### src/rtl/axil_regfile_if.sv
// AXI4-Lite channel bundle between the WB bridge master and the register bank.
interface axil_regfile_if #(
  parameter int ADDR_WIDTH = 32,
  parameter int DATA_WIDTH = 32
);
  logic [ADDR_WIDTH-1:0]   AWADDR;
  logic [2:0]              AWPROT;
  logic                    AWVALID;
  logic                    AWREADY;
  logic [DATA_WIDTH-1:0]   WDATA;
  logic [DATA_WIDTH/8-1:0] WSTRB;
  logic                    WVALID;
  logic                    WREADY;
  logic [1:0]              BRESP;
  logic                    BVALID;
  logic                    BREADY;
  logic [ADDR_WIDTH-1:0]   ARADDR;
  logic [2:0]              ARPROT;
  logic                    ARVALID;
  logic                    ARREADY;
  logic [DATA_WIDTH-1:0]   RDATA;
  logic [1:0]              RRESP;
  logic                    RVALID;
  logic                    RREADY;

  modport master (
    output AWADDR, AWPROT, AWVALID,
    input  AWREADY,
    output WDATA, WSTRB, WVALID,
    input  WREADY,
    input  BRESP, BVALID,
    output BREADY,
    output ARADDR, ARPROT, ARVALID,
    input  ARREADY,
    input  RDATA, RRESP, RVALID,
    output RREADY
  );

  modport slave (
    input  AWADDR, AWPROT, AWVALID,
    output AWREADY,
    input  WDATA, WSTRB, WVALID,
    output WREADY,
    output BRESP, BVALID,
    input  BREADY,
    input  ARADDR, ARPROT, ARVALID,
    output ARREADY,
    output RDATA, RRESP, RVALID,
    input  RREADY
  );
endinterface

### src/rtl/axil_regfile.sv
// AXI4-Lite word-indexed RW/RO register bank.
// Define AXIL_REGFILE_SLVERR_EN to return SLVERR on illegal accesses.
module axil_regfile #(
  parameter int ADDR_WIDTH = 32,
  parameter int DATA_WIDTH = 32,
  parameter int NUM_REGS   = 16,
  parameter int NUM_STATUS = 4
) (
  input  logic                             CLK,
  input  logic                             RSTN,
  axil_regfile_if.slave                    AXI,
  output logic [NUM_REGS*DATA_WIDTH-1:0]   REGS_OUT,
  output logic [NUM_REGS-1:0]              WR_PULSE,
  input  logic [NUM_STATUS*DATA_WIDTH-1:0] STATUS_IN
);

  localparam int NB = DATA_WIDTH / 8;

`ifdef AXIL_REGFILE_SLVERR_EN
  localparam logic [1:0] ERR_RESP = 2'b10;
`else
  localparam logic [1:0] ERR_RESP = 2'b00;
`endif

  logic [NUM_REGS-1:0][DATA_WIDTH-1:0] regs;

  logic                  aw_held;
  logic [ADDR_WIDTH-1:0] aw_idx;
  logic                  w_held;
  logic [DATA_WIDTH-1:0] w_data;
  logic [NB-1:0]         w_strb;

  logic                  bvalid;
  logic [1:0]            bresp;
  logic                  rvalid;
  logic [1:0]            rresp;
  logic [DATA_WIDTH-1:0] rdata;

  logic                  aw_hs;
  logic                  w_hs;
  logic                  ar_hs;
  logic                  commit;
  logic                  wr_ok;
  logic [NUM_REGS-1:0]   wr_sel;
  logic [DATA_WIDTH-1:0] rd_val;
  logic                  rd_ok;

  logic unused;
  assign unused = ^{AXI.AWPROT, AXI.ARPROT};

  assign AXI.AWREADY = !aw_held && !bvalid;
  assign AXI.WREADY  = !w_held && !bvalid;
  assign AXI.ARREADY = !rvalid;
  assign AXI.BVALID  = bvalid;
  assign AXI.BRESP   = bresp;
  assign AXI.RVALID  = rvalid;
  assign AXI.RRESP   = rresp;
  assign AXI.RDATA   = rdata;

  assign aw_hs  = AXI.AWVALID && AXI.AWREADY;
  assign w_hs   = AXI.WVALID && AXI.WREADY;
  assign ar_hs  = AXI.ARVALID && AXI.ARREADY;
  assign commit = aw_held && w_held && !bvalid;

  assign REGS_OUT = regs;

  // Full-width compares so high index bits never alias onto a register.
  always_comb begin
    wr_sel = '0;
    for (int i = 0; i < NUM_REGS; i++) begin
      wr_sel[i] = (aw_idx == ADDR_WIDTH'(i));
    end
    wr_ok = |wr_sel;
  end

  always_comb begin
    rd_val = '0;
    rd_ok  = 1'b0;
    for (int i = 0; i < NUM_REGS; i++) begin
      if (AXI.ARADDR == ADDR_WIDTH'(i)) begin
        rd_val = regs[i];
        rd_ok  = 1'b1;
      end
    end
    for (int j = 0; j < NUM_STATUS; j++) begin
      if (AXI.ARADDR == ADDR_WIDTH'(NUM_REGS + j)) begin
        rd_val = STATUS_IN[j*DATA_WIDTH +: DATA_WIDTH];
        rd_ok  = 1'b1;
      end
    end
  end

  always_ff @(posedge CLK or negedge RSTN) begin
    if (!RSTN) begin
      aw_held <= 1'b0;
      aw_idx  <= '0;
      w_held  <= 1'b0;
      w_data  <= '0;
      w_strb  <= '0;
    end else begin
      if (aw_hs) begin
        aw_held <= 1'b1;
        aw_idx  <= AXI.AWADDR;
      end
      if (w_hs) begin
        w_held <= 1'b1;
        w_data <= AXI.WDATA;
        w_strb <= AXI.WSTRB;
      end
      if (commit) begin
        aw_held <= 1'b0;
        w_held  <= 1'b0;
      end
    end
  end

  always_ff @(posedge CLK or negedge RSTN) begin
    if (!RSTN) begin
      regs     <= '0;
      WR_PULSE <= '0;
    end else begin
      WR_PULSE <= '0;
      if (commit) begin
        WR_PULSE <= wr_sel;
        for (int i = 0; i < NUM_REGS; i++) begin
          for (int b = 0; b < NB; b++) begin
            if (wr_sel[i] && w_strb[b]) begin
              regs[i][b*8 +: 8] <= w_data[b*8 +: 8];
            end
          end
        end
      end
    end
  end

  always_ff @(posedge CLK or negedge RSTN) begin
    if (!RSTN) begin
      bvalid <= 1'b0;
      bresp  <= 2'b00;
    end else if (commit) begin
      bvalid <= 1'b1;
      bresp  <= wr_ok ? 2'b00 : ERR_RESP;
    end else if (bvalid && AXI.BREADY) begin
      bvalid <= 1'b0;
    end
  end

  always_ff @(posedge CLK or negedge RSTN) begin
    if (!RSTN) begin
      rvalid <= 1'b0;
      rresp  <= 2'b00;
      rdata  <= '0;
    end else if (ar_hs) begin
      rvalid <= 1'b1;
      rresp  <= rd_ok ? 2'b00 : ERR_RESP;
      rdata  <= rd_val;
    end else if (rvalid && AXI.RREADY) begin
      rvalid <= 1'b0;
    end
  end

endmodule

### src/flat_wrapper.sv
// flat-port wrapper written by rule: the top's interface ports become plain ports
module axil_regfile_flat 
#(
  parameter int ADDR_WIDTH = 32,
  parameter int DATA_WIDTH = 32,
  parameter int NUM_REGS   = 16,
  parameter int NUM_STATUS = 4
)
  (CLK, RSTN, REGS_OUT, WR_PULSE, STATUS_IN, AXI_AWADDR, AXI_AWPROT, AXI_AWVALID, AXI_AWREADY, AXI_WDATA, AXI_WSTRB, AXI_WVALID, AXI_WREADY, AXI_BRESP, AXI_BVALID, AXI_BREADY, AXI_ARADDR, AXI_ARPROT, AXI_ARVALID, AXI_ARREADY, AXI_RDATA, AXI_RRESP, AXI_RVALID, AXI_RREADY);
  axil_regfile_if #(.ADDR_WIDTH(ADDR_WIDTH), .DATA_WIDTH(DATA_WIDTH)) AXI_i ();
  input  logic CLK;
  input  logic RSTN;
  output logic [NUM_REGS*DATA_WIDTH-1:0] REGS_OUT;
  output logic [NUM_REGS-1:0] WR_PULSE;
  input  logic [NUM_STATUS*DATA_WIDTH-1:0] STATUS_IN;
  input wire logic [$bits(AXI_i.AWADDR)-1:0] AXI_AWADDR;
  input wire logic [$bits(AXI_i.AWPROT)-1:0] AXI_AWPROT;
  input wire logic [$bits(AXI_i.AWVALID)-1:0] AXI_AWVALID;
  output wire logic [$bits(AXI_i.AWREADY)-1:0] AXI_AWREADY;
  input wire logic [$bits(AXI_i.WDATA)-1:0] AXI_WDATA;
  input wire logic [$bits(AXI_i.WSTRB)-1:0] AXI_WSTRB;
  input wire logic [$bits(AXI_i.WVALID)-1:0] AXI_WVALID;
  output wire logic [$bits(AXI_i.WREADY)-1:0] AXI_WREADY;
  output wire logic [$bits(AXI_i.BRESP)-1:0] AXI_BRESP;
  output wire logic [$bits(AXI_i.BVALID)-1:0] AXI_BVALID;
  input wire logic [$bits(AXI_i.BREADY)-1:0] AXI_BREADY;
  input wire logic [$bits(AXI_i.ARADDR)-1:0] AXI_ARADDR;
  input wire logic [$bits(AXI_i.ARPROT)-1:0] AXI_ARPROT;
  input wire logic [$bits(AXI_i.ARVALID)-1:0] AXI_ARVALID;
  output wire logic [$bits(AXI_i.ARREADY)-1:0] AXI_ARREADY;
  output wire logic [$bits(AXI_i.RDATA)-1:0] AXI_RDATA;
  output wire logic [$bits(AXI_i.RRESP)-1:0] AXI_RRESP;
  output wire logic [$bits(AXI_i.RVALID)-1:0] AXI_RVALID;
  input wire logic [$bits(AXI_i.RREADY)-1:0] AXI_RREADY;
  assign AXI_i.AWADDR = AXI_AWADDR;
  assign AXI_i.AWPROT = AXI_AWPROT;
  assign AXI_i.AWVALID = AXI_AWVALID;
  assign AXI_AWREADY = AXI_i.AWREADY;
  assign AXI_i.WDATA = AXI_WDATA;
  assign AXI_i.WSTRB = AXI_WSTRB;
  assign AXI_i.WVALID = AXI_WVALID;
  assign AXI_WREADY = AXI_i.WREADY;
  assign AXI_BRESP = AXI_i.BRESP;
  assign AXI_BVALID = AXI_i.BVALID;
  assign AXI_i.BREADY = AXI_BREADY;
  assign AXI_i.ARADDR = AXI_ARADDR;
  assign AXI_i.ARPROT = AXI_ARPROT;
  assign AXI_i.ARVALID = AXI_ARVALID;
  assign AXI_ARREADY = AXI_i.ARREADY;
  assign AXI_RDATA = AXI_i.RDATA;
  assign AXI_RRESP = AXI_i.RRESP;
  assign AXI_RVALID = AXI_i.RVALID;
  assign AXI_i.RREADY = AXI_RREADY;
  axil_regfile #(.ADDR_WIDTH(ADDR_WIDTH), .DATA_WIDTH(DATA_WIDTH), .NUM_REGS(NUM_REGS), .NUM_STATUS(NUM_STATUS)) u_core (.CLK(CLK), .RSTN(RSTN), .AXI(AXI_i), .REGS_OUT(REGS_OUT), .WR_PULSE(WR_PULSE), .STATUS_IN(STATUS_IN));
endmodule
### config.mk
export PLATFORM = sky130hd
export DESIGN_NAME = axil_regfile_flat
export DESIGN_NICKNAME = d
export VERILOG_FILES = /design/src/rtl/axil_regfile_if.sv /design/src/rtl/axil_regfile.sv /design/src/flat_wrapper.sv
export SDC_FILE = /design/constraint.sdc
export NUM_CORES = 1
export LEC_CHECK = 0
export BUFFER_PORTS_ARGS = -buffer_cell sky130_fd_sc_hd__buf_2
export CORE_AREA = 2 2 317 319
export CTS_CLUSTER_SIZE = 10
export DETAILED_ROUTE_END_ITERATION = 16
export DIE_AREA = 0 0 319 321
export GPL_TIMING_DRIVEN = 1
export PLACE_DENSITY_LB_ADDON = 0.2
export SLEW_MARGIN = 30
export SYNTH_ARGS = -nofsm -noshare
export SYNTH_HDL_FRONTEND = slang
export SYNTH_SLANG_ARGS = --single-unit
export TNS_END_PERCENT = 20
### constraint.sdc
create_clock -name CLK -period 6.2 [get_ports CLK]
set_clock_uncertainty 0.1 [all_clocks]
set_input_delay 0.31 -clock CLK [delete_from_list [all_inputs] [get_ports CLK]]
set_output_delay 0.31 -clock CLK [all_outputs]
set_load 0.05 [all_outputs]
==> impl_metrics.ini, run 1 <==
[sta]
report.final.setup_viol = 0
finalHoldViolCount = 0
rsz0062_at_grt = no
drv_slew = 0
tightest_slew_ns = 1.110
slew_headroom_pct = 25.74
fmax_ghz = 0.2306
period_share_pct = 69.93
tns_ns = 0
min_period_ns = 4.336

[synthesis]
synthDominantCellAreaShare_pct = 54.17
synth_area_um2 = 29190
synth-seq-area-share_pct = 54.17
synth_edf_count = 0
synthTopCellsByArea = dfrtp_1, mux2_2, a21oi_1
yosysTopAreaCell = dfrtp_1
synth.most_common_cell = dfrtp_1
yosysWarnings = 0
syn_inst = 2338
synth_async_sr_flop_share_pct = 100.0
ys_ff_latch = 632
synth_common_cells = dfrtp_1, mux2_2, nand2_1
synth_flop_cell = dfrtp_1
synth_cell_types = 70
syn_area_per_cell_um2 = 12.49

[pwr]
sw_frac_of_total_pct = 30.83
ir_drop_mv = 0.2681
p_sw_mw = 3.358
clockPowerShare_pct = 41.5
internal_power_mw = 7.536
pwr-share-comb_pct = 10.6
pwr_density_cell_nw_per_um2 = 279.7
power.leakage_nw = 20.23
seq_power_share_pct = 47.9

[setup_path]
required_ns = 6.63
crit_path_max_fanout = 9
crit_start = AXI_ARADDR[17]
worstPathCellList = buf_2 > nor4_2 > nand4_1 > nor3_1 > nand2_1 > buf_4 > o22ai_1 > nor2_1 > o221ai_1 > a22oi_1 > dlygate4sd3_1
cpPeakStageDelay_ns = 1.00
crit_type = in2reg
r2r_cells = 7
critPathSlowestCell = nor3_1
reg2reg_slack_ns = 1.92
cp_data_arrival_time_ns = 4.77
end_kind = flop
rr_startpoint = u_core.aw_idx[22]
start_kind = primary input
r2r-end = u_core.REGS_OUT[396]

[drt]
drtIter0Drc = 2213
wl_mm = 168.1
dr.pass1.iters = 9
wl_per_cell_um = 36.17
drc = 0
vias = 25790
viasPerCell = 5.549
ant_nets = 0

[clock_network]
cts-root-buf = clkbuf_16
post_cts_buffers = 0
cts_resized = 0
cts_buffers = 80
cts_max_path_buffers = 3
path_clk_slew_ns = 0.06
cts_tree = built
clk_latency_ns = 0.65
htreeDepth = 3
clkSinkCount = 632

[die]
std_cell_rows = 116
chipWidth_um = 319
fp.coreArea_um2 = 99280
die_h_um = 321
ios = 810
dieArea_um2 = 102400
start_util_pct = 29.41

[finish]
multiInputGateArea_um2 = 12890
nNetsFinal = 3549
drive_gt1_share_pct = 48.97
design_area_um2 = 38950
areaGrowthSynthToFinish_pct = 33.42
fillers = 9923
regArea_um2 = 15820

[grt]
grt_first_pass_wirelength_mm = 224.5
grt_max_degree = 159
grt_antenna_before_repair = 12
grt_overflow = 0
first_global_vias = 25690
track_usage_pct = 31.96

[placement]
dpl.hpwl_mm = 123.3
gp_congestion = 0.8597
placed_area_um2 = 35180
portBuffers = 799

[worst_hold_path]
hold_path_class = in2async

[job]
maxCapViolCount = 0

[run_status]
status = complete, no violations
## per-stage QoR
stage / setup WS (ns) / util (%) / cells / hold WS, ns / power (mW)
floorplan: 3.497 / - / 2341 / -0.08559 / 5.584
global placement: 1.773 / 35.39 / 4391 / 0.3767 / 6.336
detailed placement: 1.793 / 35.44 / 4393 / 0.3718 / 6.364
CTS: 1.975 / 39.15 / 4641 / 0.0006792 / 10.97
global route: 1.817 / 39.23 / 4645 / 0.03997 / 11.27
finish: 1.864 / 39.23 / 4648 / 0.03709 / 10.89
## worst max-delay path: cells and delay by family
kind                   cells  cell delay, ns
buffers and inverters      3            1.09
AOI/OAI and AO/OA          3            0.52
and+or+nand+nor            5            2.82
## per-layer routing
| layer | up-vias | wire length (um) | track usage (%) |
|---|---|---|---|
| li1 | 10770 | - | - |
| met1 | 13450 | 68590 | 40.48 |
| met2 | 1269 | 79020 | 52.44 |
| met3 | 295 | 13770 | 8.739 |
| met4 | 10 | 6664 | 11.15 |
| met5 | - | 62 | 0 |
## cells in the final DEF (no fill, tap or decap), types with 8 or more instances in the layout
| cell type | instances |
|---|---|
| buf_2 | 796 |
| dfrtp_1 | 632 |
| mux2_2 | 576 |
| nand2_1 | 131 |
| dlygate4sd3_1 | 127 |
| nor2_1 | 117 |
| a21oi_1 | 117 |
| buf_4 | 100 |
| o21ai_0 | 89 |
| clkbuf_16 | 80 |
| o22ai_1 | 58 |
| a22oi_1 | 54 |
| a221oi_1 | 41 |
| mux2i_1 | 24 |
| nor3_1 | 22 |
| a221o_1 | 22 |
| mux2_1 | 21 |
| nand4_1 | 17 |
| nand2b_1 | 16 |
| a22o_1 | 16 |
| clkbuf_1 | 16 |
| nand3_1 | 15 |
| a211oi_1 | 12 |
| mux4_2 | 12 |
| a31oi_1 | 11 |
| a222oi_1 | 11 |
| clkbuf_8 | 11 |
| nor4_2 | 10 |
| o221ai_1 | 10 |
| or3_1 | 9 |
| inv_1 | 9 |
| nor4_4 | 9 |
| and3_1 | 9 |
| nor4_1 | 8 |
| o21ai_1 | 8 |
| o211ai_1 | 8 |
## registers in the layout, summed over array words and instances (netlist names)
name               count
u_core.AXI.BVALID      1
u_core.AXI.RDATA      32
u_core.AXI.RVALID      1
u_core.REGS_OUT      512
u_core.WR_PULSE       16
u_core.aw_held         1
u_core.aw_idx         32
u_core.w_data         32
u_core.w_held          1
u_core.w_strb          4
## power by group through the flow
stage          clock network (mW)  logic, mW  registers (mW)
6_report                     4.52       1.16            5.22
2_1_floorplan                   0      0.808            4.78
4_1_cts                      4.60       1.16            5.21
3_3_place_gp                    0       1.06            5.28
5_1_grt                      4.74       1.24            5.29
3_5_place_dp                    0       1.08            5.28
## worst max-delay path by stage
stage	slack, ns	cells after the start	endpoint
after CTS	1.97	12	u_core.AXI.RDATA[30]
after detailed placement	1.79	10	u_core.AXI.RDATA[12]
after global routing	1.82	11	u_core.AXI.RDATA[15]
after floorplan	3.50	5	u_core.aw_idx[10]
final	1.86	11	u_core.AXI.RDATA[10]
after global placement	1.77	10	u_core.AXI.RDATA[12]
## final cells by class
cell class,instances,share of cell area (%)
diodes,3,0.01927
flip-flops and latches,632,40.60
multi-input cells,1554,33.09
repair buffers,1031,15.83
well taps,1298,4.170
clock buffers,107,5.683
inverters,9,0.08673
clock inverters,14,0.5140
## cells by family (layout without fill, tap and decap cells)
logic type / count (synthesis) / in the layout / synth area share [%]
simple gates: 407 / 407 / 6.956
mux: 633 / 633 / 24.78
other cells: 1 / 7 / 0.01284
flops: 632 / 632 / 54.17
buf+inv: 155 / 1161 / 2.216
compound gates: 510 / 510 / 11.87
## repair_timing
action                                  in CTS  in global routing
endpoints found under the setup margin       0                  0
hold endpoints to repair                   198                  0
hold buffers                               127                  0
Note: power is estimated with default switching activity, not from simulation.
==> run 2: changes to the inputs <==
==> constraint.sdc (replaced) <==
create_clock -name CLK -period 4.4 [get_ports CLK]
set_clock_uncertainty 0.1 [all_clocks]
set_input_delay 0.22 -clock CLK [delete_from_list [all_inputs] [get_ports CLK]]
set_output_delay 0.22 -clock CLK [all_outputs]
set_load 0.05 [all_outputs]
==> run 2 against run 1 <==
Effect of this change:
- critical path depth up 2
- design area is 1.6% higher
- non-clock buffer count up 59
- via count grew 0.74%
- register-to-register slack got worse by 1.1 ns
==> impl_metrics.ini, run 2 (synthesis results as in run 1) <==
[sta]
finalHoldViolCount = 0
min_period_ns = 4.042
slew_headroom_pct = 30.18
tightest_slew_ns = 1.047
rsz0062_at_grt = no
fmax_ghz = 0.2474
period_share_pct = 91.86
tns_ns = 0
drv_slew = 0
report.final.setup_viol = 0

[clock_network]
post_cts_buffers = 0
clk_latency_ns = 0.67
clkSinkCount = 632
cts_max_path_buffers = 3
htreeDepth = 3
cts_tree = built
cts-root-buf = clkbuf_16
cts_buffers = 80
path_clk_slew_ns = 0.06

[grt]
track_usage_pct = 31.92
grt_antenna_before_repair = 15
grt_overflow = 0
grt_first_pass_wirelength_mm = 224.4
first_global_vias = 26050
grt_max_degree = 92

[die]
start_util_pct = 29.41
std_cell_rows = 116
die_h_um = 321
fp.coreArea_um2 = 99280
dieArea_um2 = 102400
chipWidth_um = 319
ios = 810

[setup_path]
cpPeakStageDelay_ns = 0.57
crit_type = in2reg
cp_num_cells = 13
worst-path-buf-inv = 5
required_ns = 4.85
critical_path.top_delay_family = buffers and inverters
end_kind = flop
r2r_cells = 8
worstPathCellList = buf_2 > nor4_2 > nand4_1 > buf_4 > nor3_1 > nand2_1 > o22ai_1 > dlygate4sd3_1 > o21ai_0 > dlygate4sd3_1 > o21ai_0 > a21oi_1 > dlygate4sd3_1
r2r-end = u_core.REGS_OUT[109]
reg2reg_slack_ns = 0.82
endpoint = u_core.AXI.RDATA[27]
critPathSlowestCell = dlygate4sd3_1
cp_data_arrival_time_ns = 4.49
cpMostUsedCell = dlygate4sd3_1
crit_start = AXI_ARADDR[31]
start_kind = primary input
rr_startpoint = u_core.aw_idx[22]
crit_path_max_fanout = 20

[placement]
placed_area_um2 = 35720
dpl.hpwl_mm = 124.6
dp.cells = 4443
portBuffers = 799
gp_congestion = 0.8688

[pwr]
power.leakage_nw = 20.58
pwr_density_cell_nw_per_um2 = 389.8
ir_drop_mv = 0.3461
p_total_mw = 15.43

[drt]
drc = 0
viasPerCell = 5.521
wl_mm = 167.7
wl_met2_mm = 79.35
dr.pass1.iters = 7
wl_per_cell_um = 35.63
routed.top_layer = met5
drtIter0Drc = 2211
drt-met1-wl_mm = 67.65
wl_met3_mm = 13.79
vias = 25990
ant_nets = 0

[finish]
largest_reg_flops = 512
final-instance-count-excl-fill = 4707
layout_common_cells = buf_2, dfrtp_1, mux2_2
design_area_um2 = 39580
final_common_cell = buf_2
drive_gt1_share_pct = 49.46
fin_util_pct = 39.87
nNetsFinal = 3608
multiInputGateArea_um2 = 12880
areaGrowthSynthToFinish_pct = 35.58
fillers = 9910
regArea_um2 = 15820

[run_status]
status = complete, no violations

[worst_hold_path]
hold-path-cell-count = 5
hold_path_class = in2reg

[job]
maxCapViolCount = 0
-- run 2: cell count changes in the layout (fill, tap and decap cells not counted), moves of 2 or more --
cell           before  now
clkbuf_16          80   82
dlygate4sd3_1     127  139
clkinv_4            2    0
clkbuf_8           11   13
clkinv_2            4    2
buf_4             100  136
clkinvlp_4          0    2
buf_12              2   15
-- run 2: repair_timing --
action / 4_1_cts / 5_1_grt
resized for setup: 0 / 0
hold buffers: 140 / 0
endpoints found under the hold margin: 528 / 0
-- run 2: worst reg2reg max path, cell delays in order, from the launching register on --
cell and delay, ns:
dfrtp_1 0.37, nor4_1 0.42, nand4_1 0.27, nor3_1 0.27
nand2b_1 0.37, nor2_1 0.56, buf_4 0.25, nand2_1 0.42
mux2_2 0.45
-- run 2: layout make-up --
type                       count  area share [%]
antenna                        2         0.01264
clock buffer                 111           5.788
clock inverter                11          0.3983
inverter                       9         0.08535
multi-input combinational   1554           32.53
sequential                   632           39.96
tap                         1298           4.103
timing repair buffer        1090           17.12
-- run 2: power breakdown --
group	leakage, nW	switching, mW	internal [mW]
Sequential	8.64	1.18	6.17
Clock	1.19	2.65	3.76
Combinational	10.7	0.903	0.760
Total	20.6	4.73	10.7
-- run 2: per-layer routing --
layer	track usage [%]	vias up
met2	52.77	1196
met4	11.93	12
met5	0	-
li1	-	10890
met1	39.46	13590
met3	9.300	298
-- run 2: worst min-delay path by stage --
stage                       start                  end  slack (ns)
global placement             RSTN    u_core.w_data[12]        0.29
CTS                 STATUS_IN[73]  u_core.AXI.RDATA[9]        0.03
detailed placement           RSTN    u_core.w_data[10]        0.07
finish              STATUS_IN[67]  u_core.AXI.RDATA[3]        0.05
floorplan                    RSTN    u_core.AXI.BVALID       -0.18
global route        STATUS_IN[35]  u_core.AXI.RDATA[3]        0.06
-- run 2: stage by stage --
stage	hold slack, ns	setup WS, ns
floorplan	-0.1756	1.697
global placement	0.2854	0.8380
detailed placement	0.07074	0.7923
CTS	0.02724	0.3859
global route	0.05601	0.1078
finish	0.04717	0.3582
